### config.mk
export PLATFORM = sky130hd
export DESIGN_NAME = calc_seq_ctrl
export DESIGN_NICKNAME = d
export VERILOG_FILES = /design/src/rtl/calc_pkg.sv /design/src/rtl/key_debounce.sv /design/src/rtl/calc_seq_ctrl.sv
export SDC_FILE = /design/constraint.sdc
export NUM_CORES = 1
export LEC_CHECK = 0
export CAP_MARGIN = 20
export CORE_AREA = 2 2 163 165
export DETAILED_ROUTE_END_ITERATION = 8
export DIE_AREA = 0 0 165 167
export PLACE_DENSITY = 0.55
export SLEW_MARGIN = 15
export SYNTH_ARGS = -nofsm -noshare
export SYNTH_HDL_FRONTEND = slang
export SYNTH_SLANG_ARGS = --single-unit
export TNS_END_PERCENT = 1
### constraint.sdc
create_clock -name clk -period 2.5 [get_ports clk]
set_input_delay 0.625 -clock clk [delete_from_list [all_inputs] [get_ports clk]]
set_output_delay 0.625 -clock clk [all_outputs]
set_load 0.01 [all_outputs]
### src/rtl/calc_pkg.sv
// calc_pkg: shared constants and types for the calculator sequencing controller.
//   OPW      operand width (two 4-bit digits per operand)
//   ITER     number of iterations of the multi-cycle multiply/divide
//   OP_*     2-bit operation codes presented on op_sel
//   state_t  controller FSM states
package calc_pkg;

    localparam int OPW  = 8;
    localparam int ITER = 8;

    localparam logic [1:0] OP_ADD = 2'd0;
    localparam logic [1:0] OP_SUB = 2'd1;
    localparam logic [1:0] OP_MUL = 2'd2;
    localparam logic [1:0] OP_DIV = 2'd3;

    typedef enum logic [1:0] {
        IDLE = 2'd0,
        LOAD = 2'd1,
        RUN  = 2'd2,
        FIN  = 2'd3
    } state_t;

endpackage

### src/rtl/key_debounce.sv
// key_debounce: conditions one raw active-low push-button.
//   clk    system clock
//   reset  synchronous active-high reset (key treated as released)
//   key_n  raw active-low button level, asynchronous to clk
//   press  one-cycle pulse when the key has been stably low for DEB_CNT cycles
// The accepted state flips only after DEB_CNT consecutive synchronized samples
// disagree with it, so a new press needs DEB_CNT high samples first, and any
// shorter glitch restarts the count.
module key_debounce #(
    parameter int DEB_CNT = 500000
) (
    input  logic clk,
    input  logic reset,
    input  logic key_n,
    output logic press
);

    localparam int            CW       = $clog2(DEB_CNT + 1);
    localparam logic [CW-1:0] CNT_LAST = CW'(DEB_CNT - 1);

    logic          sync1;
    logic          sync2;
    logic          held;     // accepted state: 1 = pressed
    logic [CW-1:0] cnt;

    always_ff @(posedge clk) begin
        if (reset) begin
            sync1 <= 1'b1;
            sync2 <= 1'b1;
            held  <= 1'b0;
            cnt   <= '0;
            press <= 1'b0;
        end else begin
            sync1 <= key_n;
            sync2 <= sync1;
            press <= 1'b0;
            // sync2 is active-low, so it agrees with held when they differ.
            if (sync2 == ~held) begin
                cnt <= '0;
            end else if (cnt == CNT_LAST) begin
                cnt   <= '0;
                held  <= ~held;
                press <= ~held;   // pulse only on the released->pressed flip
            end else begin
                cnt <= cnt + 1'b1;
            end
        end
    end

endmodule

### src/rtl/calc_seq_ctrl.sv
// calc_seq_ctrl: sequencing controller for the 2-digit-operand calculator.
//   clk, reset      system clock, synchronous active-high reset
//   key_wr_n        raw active-low "write digit" button
//   key_exec_n      raw active-low "execute" button
//   key_clr_n       raw active-low "clear" button
//   sel_digit       digit slot: 0=A hi, 1=A lo, 2=B hi, 3=B lo
//   digit_in        nibble to write
//   op_sel          0=add, 1=sub, 2=mul, 3=div
//   digits_out      {A hi, A lo, B hi, B lo}, live operand registers
//   result          last completed result (div: {remainder, quotient})
//   busy            high from LOAD through FIN
//   done            one-cycle pulse in FIN, the cycle result first shows the new value
//   err             sticky divide-by-zero flag, cleared by LOAD or clear
// Pulse semantics: the three debounced key pulses are single-cycle events that
// are acted on only in the cycle they are high; nothing is queued. Priority is
// clear > exec > write, and write/exec are only honoured in IDLE.
module calc_seq_ctrl
    import calc_pkg::*;
#(
    parameter int DEB_CNT = 500000
) (
    input  logic        clk,
    input  logic        reset,
    input  logic        key_wr_n,
    input  logic        key_exec_n,
    input  logic        key_clr_n,
    input  logic [1:0]  sel_digit,
    input  logic [3:0]  digit_in,
    input  logic [1:0]  op_sel,
    output logic [15:0] digits_out,
    output logic [15:0] result,
    output logic        busy,
    output logic        done,
    output logic        err
);

    localparam logic [2:0] STEP_LAST = 3'(ITER - 1);

    logic wr_p;
    logic exec_p;
    logic clr_p;

    key_debounce #(.DEB_CNT(DEB_CNT)) u_deb_wr (
        .clk(clk), .reset(reset), .key_n(key_wr_n), .press(wr_p)
    );
    key_debounce #(.DEB_CNT(DEB_CNT)) u_deb_exec (
        .clk(clk), .reset(reset), .key_n(key_exec_n), .press(exec_p)
    );
    key_debounce #(.DEB_CNT(DEB_CNT)) u_deb_clr (
        .clk(clk), .reset(reset), .key_n(key_clr_n), .press(clr_p)
    );

    state_t           state;
    state_t           state_nxt;
    logic [15:0]      digits;
    logic [OPW-1:0]   a_q;
    logic [OPW-1:0]   b_q;
    logic [1:0]       op_q;
    logic [OPW-1:0]   acc_hi;
    logic [OPW-1:0]   acc_lo;
    logic [2:0]       step;
    logic [15:0]      result_q;
    logic             err_q;

    // One iteration of the shared ALU. Both algorithms keep a 16-bit
    // {acc_hi, acc_lo} pair so that the final value is the result directly:
    //   mul: acc_lo starts as the multiplier and shifts right while partial
    //        sums enter acc_hi; after 8 steps the pair is the product.
    //   div: acc_lo starts as the dividend and shifts left into the partial
    //        remainder in acc_hi; quotient bits fill acc_lo from the right.
    logic [OPW:0]   mul_sum;
    logic [OPW:0]   div_trial;
    logic [OPW-1:0] it_hi;
    logic [OPW-1:0] it_lo;

    always_comb begin
        mul_sum   = {1'b0, acc_hi} + (acc_lo[0] ? {1'b0, a_q} : '0);
        div_trial = {acc_hi, acc_lo[OPW-1]} - {1'b0, b_q};
        it_hi     = acc_hi;
        it_lo     = acc_lo;
        if (op_q == OP_MUL) begin
            {it_hi, it_lo} = {mul_sum, acc_lo[OPW-1:1]};
        end else if (div_trial[OPW]) begin
            // trial went negative: keep the shifted remainder, quotient bit 0
            it_hi = {acc_hi[OPW-2:0], acc_lo[OPW-1]};
            it_lo = {acc_lo[OPW-2:0], 1'b0};
        end else begin
            it_hi = div_trial[OPW-1:0];
            it_lo = {acc_lo[OPW-2:0], 1'b1};
        end
    end

    // State register
    always_ff @(posedge clk) begin
        if (reset) begin
            state <= IDLE;
        end else begin
            state <= state_nxt;
        end
    end

    // Next state and status outputs
    always_comb begin
        state_nxt = state;
        busy      = 1'b0;
        done      = 1'b0;
        case (state)
            IDLE: begin
                if (exec_p) state_nxt = LOAD;
            end
            LOAD: begin
                busy = 1'b1;
                if (op_q == OP_MUL || (op_q == OP_DIV && b_q != '0)) begin
                    state_nxt = RUN;
                end else begin
                    state_nxt = FIN;
                end
            end
            RUN: begin
                busy = 1'b1;
                if (step == STEP_LAST) state_nxt = FIN;
            end
            FIN: begin
                busy      = 1'b1;
                done      = 1'b1;
                state_nxt = IDLE;
            end
            default: state_nxt = IDLE;
        endcase
        if (clr_p) state_nxt = IDLE;
    end

    // Operand registers, snapshot, ALU accumulator and result
    always_ff @(posedge clk) begin
        if (reset || clr_p) begin
            digits   <= '0;
            a_q      <= '0;
            b_q      <= '0;
            op_q     <= OP_ADD;
            acc_hi   <= '0;
            acc_lo   <= '0;
            step     <= '0;
            result_q <= '0;
            err_q    <= 1'b0;
        end else begin
            case (state)
                IDLE: begin
                    if (exec_p) begin
                        // snapshot on entry so LOAD can decide from stable copies
                        a_q   <= digits[15:8];
                        b_q   <= digits[7:0];
                        op_q  <= op_sel;
                        err_q <= 1'b0;
                    end else if (wr_p) begin
                        case (sel_digit)
                            2'd0:    digits[15:12] <= digit_in;
                            2'd1:    digits[11:8]  <= digit_in;
                            2'd2:    digits[7:4]   <= digit_in;
                            default: digits[3:0]   <= digit_in;
                        endcase
                    end
                end
                LOAD: begin
                    step   <= '0;
                    acc_hi <= '0;
                    acc_lo <= (op_q == OP_MUL) ? b_q : a_q;
                    case (op_q)
                        OP_ADD: result_q <= 16'(a_q) + 16'(b_q);
                        OP_SUB: result_q <= 16'(a_q) - 16'(b_q);
                        OP_DIV: begin
                            if (b_q == '0) begin
                                result_q <= '0;
                                err_q    <= 1'b1;
                            end
                        end
                        default: ;
                    endcase
                end
                RUN: begin
                    acc_hi <= it_hi;
                    acc_lo <= it_lo;
                    step   <= step + 1'b1;
                    if (step == STEP_LAST) result_q <= {it_hi, it_lo};
                end
                default: ;
            endcase
        end
    end

    assign digits_out = digits;
    assign result     = result_q;
    assign err        = err_q;

endmodule

==> flow_metrics.env, run 1 <==
export IMPL_yosys_register_bits=141
export IMPL_final_common_cell="dfxtp_1"
export IMPL_crit_top_cell="inv_2"
export IMPL_drtPass1Iterations=4
export IMPL_outcome="finished clean"
export IMPL_maxSlewHeadroom_pct=56.7
export IMPL_synth_cell_area_sq_mm=0.00760
export IMPL_crit_path_start_kind="register"
export IMPL_wirelength_um=20500
export IMPL_die_w_um=165
export IMPL_portBuffers=47
export IMPL_initialDrtViolationCount=325
export IMPL_skew_ns=0.00796
export IMPL_synthArstFlopShare_pct=0
export IMPL_tightestPinTransition_ns=0.650
export IMPL_drive_above_1_share_pct=12.2
export IMPL_slowest_stage="fa_2"
export IMPL_cp_max_fo=4
export IMPL_maxCapViolations=0
export IMPL_dr_wl_met2_um=9500
export IMPL_cts_made_buffers=17
export IMPL_clkSinkCount=141
export IMPL_cp_slowest_stage_delay_ns=0.41
export IMPL_wl_met1_um=9640
export IMPL_holdCritPathClass="reg -> reg"
export IMPL_reg2reg_from="acc_lo[7]$_SDFFE_PP0P_"
export IMPL_holdBufCountCts=0
export IMPL_cts_tree="done"
export IMPL_num_nets_final=1064
export IMPL_crit_required_ns=2.84
export IMPL_antenna_left=0
export IMPL_gp_congestion=0.876
export IMPL_finalMaxSlewViolations=0
export IMPL_dieArea_sq_mm=0.0276
export IMPL_top_layer="met4"
export IMPL_final_cell_mix="139 x dfxtp_1, 111 x nor2_1, 101 x nand2_1"
export IMPL_synthesis_instances=926
export IMPL_clk_path_buf_depth=2
export IMPL_wl_met3_um=933
export IMPL_antenna_found_initial=1
export IMPL_avgSynthCellArea_sq_um=8.21
export IMPL_multi_input_area_sq_mm=0.00458
export IMPL_gr_total_overflow=0
export IMPL_cp_startpoint="acc_lo[7]$_SDFFE_PP0P_"
export IMPL_fp_row_count=59
export IMPL_p_per_area_mw_per_mm2=624
export IMPL_cts_clk_slew_worst_paths_ns=0.06
export IMPL_peakVddDrop_v=0.000370
export IMPL_dp_slack_ns=0.101
export IMPL_layout_setup_ws_ns=0.0521
export IMPL_grt_pass1_wl_um=33300
export IMPL_min_period_over_period_pct=97.9
export IMPL_hold_path_startpoint="u_deb_exec.sync1$_SDFF_PP1_"
export IMPL_crit_chain="inv_2 -> ha_4 -> inv_2 -> fa_2 -> a211oi_4 -> nor3_4 -> mux2i_4 -> nor2_4 -> o311a_1 -> o31ai_2"
export IMPL_seq_area_frac_synth_pct=37.1
export IMPL_globalRouteTotalUtil_pct=15.3
export IMPL_vias_per_cell=4.96
export IMPL_die_height_um=167
export IMPL_drc=0
export IMPL_critPathArrivalTime_ns=2.79
export IMPL_grt_max_degree=30
export IMPL_area_growth_pct=24.1
export IMPL_nFillCells=2643
export IMPL_cts_max_level=4
export IMPL_hpwl_um=15400
export IMPL_fin_crit_ns=2.45
export IMPL_leakage_nw=3.40
export IMPL_worstSkewPairLatency_ns=0.42
export IMPL_synthFlopType="dfxtp_1"
export IMPL_synth_nets=985
export IMPL_post_route_util_pct=36.6
export IMPL_setup_viol=0
export IMPL_start_util_pct=29.5
export IMPL_finalHoldViolations=0
export IMPL_seqCellArea_sq_mm=0.00283
export IMPL_cts_root_buf="clkbuf_16"
export IMPL_yosys_warnings=0
export IMPL_core_sq_mm=0.0258
export IMPL_max_freq_mhz=409
export IMPL_num_vias=6713
export IMPL_boundaryPins=48
export IMPL_wire_per_inst_um=15.1
export IMPL_setup_worst_path_end_class="register"
export IMPL_synth_distinct_cells=62
export IMPL_grt_pass1_vias=6320
export IMPL_crit_type="reg -> reg"
export IMPL_synth_edf_count=0
[critical path, delay by kind of cell (launching register included)]
kind / cells / cell delay (ns)
AOI/OAI and AO/OA: 3 / 0.93
adders and majority gates: 2 / 0.55
muxes: 1 / 0.27
and+or+nand+nor: 2 / 0.19
DFF: 1 / 0.32
buffers and inverters: 2 / 0.11
[per-layer routing]
metal | GRT usage [%] | up-vias
met4 | 5.14 | 0
li1 | - | 3407
met1 | 20.4 | 3165
met2 | 24.0 | 114
met3 | 3.61 | 27
met5 | 0 | -
[cells in the mapped netlist, drive strengths merged, types with 11 or more instances]
cell type / n / area share (%)
nor2b: 14 / 1.2
nand3: 54 / 3.6
inv: 30 / 1.5
a21oi: 55 / 3.6
dfxtp: 141 / 37
clkbuf: 34 / 1.7
a211oi: 12 / 1.2
o21ai: 32 / 2.1
nand2: 102 / 5.0
and2: 11 / 0.91
o21a: 12 / 1.2
and3: 18 / 1.5
nor3: 21 / 1.4
nand2b: 13 / 1.1
xor2: 35 / 4.0
ha: 42 / 6.9
a31oi: 13 / 1.1
xnor2: 27 / 3.1
mux2i: 17 / 2.4
nor2: 113 / 5.6
[final timing paths]
check	to	slack, ns	depth (start not counted)
setup reg to reg	acc_hi[3]$_SDFFE_PP0P_	0.05	10
setup / recovery	acc_hi[3]$_SDFFE_PP0P_	0.05	10
hold reg to reg	u_deb_exec.sync2$_SDFF_PP1_	0.41	1
hold / removal	u_deb_exec.sync2$_SDFF_PP1_	0.41	1
[flip-flops by register name (all words and copies together) (netlist names), 2 cells and up]
name and cells:
u_deb_clr.cnt 19, u_deb_exec.cnt 19, state 2, step 3, acc_hi 8, acc_lo 8, digits_out 16, u_deb_wr.cnt 19
b_q 8, a_q 8, result 16, op_q 2
[report_power, final]
part | internal, mW | switching, mW
sequential | 2.32 | 0.0502
clock | 1.40 | 1.05
combinational | 0.474 | 0.589
[per-stage QoR]
stage / std cells / instance area, sq um / hold slack (ns) / power [mW] / TNS (ns)
after floorplan: 926 / 7610 / 0.389 / 2.99 / 0
after global placement: 1320 / 8760 / 0.397 / 3.44 / 0
after detailed placement: 1320 / 8760 / 0.396 / 3.44 / 0
after CTS: 1352 / 9340 / 0.412 / 5.91 / 0
after global routing: 1353 / 9430 / 0.421 / 6.15 / -0.170
final: 1354 / 9430 / 0.411 / 5.89 / 0
[repair_timing]
item | in CTS | in global routing
setup endpoints to repair | 0 | 14
hold endpoints to repair | 0 | 0
setup buffers | 0 | 1
gates resized for setup | 0 | 22
[cells by family (layout without fill, tap and decap cells)]
logic type	Yosys count	count (layout)	share of synthesized area (%)
other	0	1	0
buffers and inverters	73	165	3.80
XOR/XNOR	62	62	7.14
multiplexers	19	19	2.70
AO/OA/AOI/OAI	186	186	16.1
flip-flops	141	141	37.1
AND/OR/NAND/NOR	399	399	25.2
adder cells (fa/ha/maj)	46	46	7.97
[cell type report]
class | instances | area share [%]
antenna | 1 | 0.0265
clock buffer | 21 | 5.09
clock inverter | 11 | 1.01
inverter | 30 | 1.19
multi-input combinational | 712 | 48.5
sequential | 141 | 30.0
tap | 335 | 4.44
timing repair buffer | 103 | 9.75
(Power assumes the default switching activity.)
==> inputs of run 2 (changes only) <==
Settings changed: CORE_AREA 2 2 163 165 to 2 2 165 167, DIE_AREA 0 0 165 167 to 0 0 167 169, SYNTH_HIERARCHICAL set to 1.
==> flow_metrics.env, run 2 <==
export IMPL_synthFlopType="dfxtp_1"
export IMPL_start_util_pct=29.5
export IMPL_wire_per_inst_um=15.2
export IMPL_grt_pass1_wl_um=33600
export IMPL_drive_above_1_share_pct=13.3
export IMPL_violations="negative setup slack"
export IMPL_critPathTopFamily="compound AO/OA/AOI/OAI gates"
export IMPL_fin_area_sq_mm=0.00956
export IMPL_layout_setup_ws_ns=-0.0392
export IMPL_crit_chain="inv_2 -> ha_4 -> inv_2 -> fa_2 -> a211oi_4 -> o31ai_4 -> o22ai_4 -> xnor2_4 -> mux2_4 -> o211ai_1 -> a21oi_1"
export IMPL_synth_nets=998
export IMPL_dpl_cell_area_sq_mm=0.00887
export IMPL_cts_clk_slew_worst_paths_ns=0.06
export IMPL_yosys_warnings=6
export IMPL_maxSlewHeadroom_pct=60.5
export IMPL_area_growth_pct=22.1
export IMPL_setup_viol=3
export IMPL_maxCapViolations=0
export IMPL_num_nets_final=1071
export IMPL_crit_type="reg -> reg"
export IMPL_die_height_um=169
export IMPL_crit_top_cell="inv_2"
export IMPL_synth_top_area_share_pct=36.1
export IMPL_clk_path_buf_depth=2
export IMPL_seq_area_frac_synth_pct=36.1
export IMPL_cts_tree="done"
export IMPL_gr_total_overflow=0
export IMPL_critPathBufInv=2
export IMPL_holdCritPathClass="reg -> reg"
export IMPL_crit_path_start_kind="register"
export IMPL_dieArea_sq_mm=0.0282
export IMPL_synth_cell_area_sq_mm=0.00783
export IMPL_antenna_left=0
export IMPL_total_power_mw=5.68
export IMPL_crit_required_ns=2.79
export IMPL_wirelength_um=20800
export IMPL_finalHoldViolations=0
export IMPL_boundaryPins=48
export IMPL_setup_worst_path_end_class="register"
export IMPL_final_cell_mix="139 x dfxtp_1, 108 x nand2_1, 103 x nor2_1"
export IMPL_critPathArrivalTime_ns=2.83
export IMPL_drtPass1Iterations=5
export IMPL_min_period_over_period_pct=102
export IMPL_synth_edf_count=0
export IMPL_yosys_register_bits=141
export IMPL_grt_max_degree=30
export IMPL_diodes=0
export IMPL_gp_congestion=0.881
export IMPL_globalRouteTotalUtil_pct=14.7
export IMPL_portBuffers=47
export IMPL_largestRegisters="u_deb_clr/cnt: 19 flops, u_deb_exec/cnt: 19 flops, u_deb_wr/cnt: 19 flops"
export IMPL_synthArstFlopShare_pct=0
export IMPL_vias_per_cell=4.96
export IMPL_p_per_area_mw_per_mm2=595
export IMPL_cts_max_level=4
export IMPL_max_freq_mhz=394
export IMPL_fin_crit_ns=2.54
export IMPL_synth_distinct_cells=77
export IMPL_leakage_nw=3.39
export IMPL_worstSkewPairLatency_ns=0.43
export IMPL_rsz0062_at_grt="yes"
export IMPL_clkSinkCount=141
export IMPL_grt_pass1_vias=6486
export IMPL_hpwl_um=15300
export IMPL_core_sq_mm=0.0265
export IMPL_antenna_found_initial=0
export IMPL_outcome="finished with violations"
export IMPL_yosysMostFrequentCell="dfxtp_1"
export IMPL_finalMaxSlewViolations=0
export IMPL_nFillCells=2721
export IMPL_synth_top_cells_by_count="141 x dfxtp_1, 109 x nand2_1, 103 x nor2_1"
export IMPL_seqCellArea_sq_mm=0.00283
export IMPL_die_w_um=167
export IMPL_multi_input_area_sq_mm=0.00474
export IMPL_synth_area_top_cells="dfxtp_1 36%, ha_1 6.7%, nand2_1 5.2%"
export IMPL_num_vias=6771
export IMPL_cp_slowest_stage_delay_ns=0.41
export IMPL_yosysTopAreaCell="dfxtp_1"
export IMPL_cts_made_buffers=17
export IMPL_tightestPinTransition_ns=0.592
export IMPL_synthesis_instances=939
export IMPL_skew_ns=0.0102
export IMPL_drc=0
export IMPL_final_common_cell="dfxtp_1"
export IMPL_holdBufCountCts=0
export IMPL_slowest_stage="fa_2"
export IMPL_cts_root_buf="clkbuf_16"
export IMPL_initialDrtViolationCount=356
export IMPL_fp_row_count=60
export IMPL_peakVddDrop_v=0.000415
export IMPL_cp_max_fo=7
export IMPL_avgSynthCellArea_sq_um=8.34
-- run 2: cell count changes in the layout (fill, tap and decap cells not counted), sizes merged, moves of 8 or more --
cell | before | now
nand3 | 54 | 33
xor2 | 35 | 14
a21oi | 55 | 73
and3 | 18 | 2
o21ai | 32 | 48
xnor2 | 27 | 42
nor4 | 8 | 21
mux2i | 17 | 28
buf | 56 | 46
nor2 | 113 | 103
inv | 38 | 46
-- run 2: final timing paths --
check	slack [ns]	end	cells after the start	startpoint
worst max register to register	-0.04	result[9]$_SDFFE_PP0P_	11	acc_lo[7]$_SDFFE_PP0P_
worst min-delay path	0.41	u_deb_wr/sync2$_SDFF_PP1_	1	u_deb_wr/sync1$_SDFF_PP1_
worst max-delay path	-0.04	result[9]$_SDFFE_PP0P_	11	acc_lo[7]$_SDFFE_PP0P_
worst min register to register	0.41	u_deb_wr/sync2$_SDFF_PP1_	1	u_deb_wr/sync1$_SDFF_PP1_
-- run 2: worst register-to-register path, cell delays in order (launching register included) --
cell	delay, ns
dfxtp_2	0.32
inv_2	0.07
ha_4	0.13
inv_2	0.04
fa_2	0.41
a211oi_4	0.30
o31ai_4	0.14
o22ai_4	0.18
xnor2_4	0.21
mux2_4	0.34
o211ai_1	0.19
a21oi_1	0.09
-- run 2: routing by layer --
metal	wire length, um	global-route usage [%]	vias to the layer above
met1	9850	18.9	3170
met2	9770	24.8	114
met3	833	3.11	24
met4	335	4.69	0
met5	0	0	-
li1	-	-	3463
-- run 2: report_power, final --
part           switching, mW  internal (mW)  total, mW  leakage (nW)
clock network           1.10           1.44       2.54         0.289
registers             0.0709           2.34       2.41          1.14
logic                  0.380          0.360      0.740          1.96
-- run 2: cell families (layout without fill, tap and decap cells) --
group           Yosys count  after routing  share of synthesized area, %
flops                   141            141                          36.1
compound gates          194            194                          15.7
xor+xnor                 56             56                          6.36
buf+inv                  78            164                          4.28
simple gates            390            390                          25.3
fa+ha+maj                46             46                          7.74
mux                      34             34                          4.49
-- run 2: timing repair --
action,CTS,global route
gates resized for setup,8,13
buffers inserted,1,2
pin swaps,5,12
setup endpoints to repair,13,17
-- run 2: per-stage QoR --
step	setup TNS (ns)	instances	hold WS, ns	worst slack, ns	utilization [%]
after detailed placement	-0.618	1331	0.395	-0.133	33.5
after floorplan	0	939	0.389	0.0275	-
final	-0.0738	1366	0.409	-0.0392	36.1
after CTS	-0.653	1364	0.410	-0.121	35.8
after global placement	-0.254	1331	0.400	-0.0920	33.5
after global routing	-1.39	1366	0.425	-0.162	36.1
-- run 2: cell type report --
class	count	share of cell area, %
Timing Repair Buffer	93	8.70
Clock buffer	18	4.59
Multi-Input combinational cell	720	49.6
Tap cell	341	4.46
Inverter	39	1.53
Sequential cell	141	29.5
Clock inverter	14	1.58
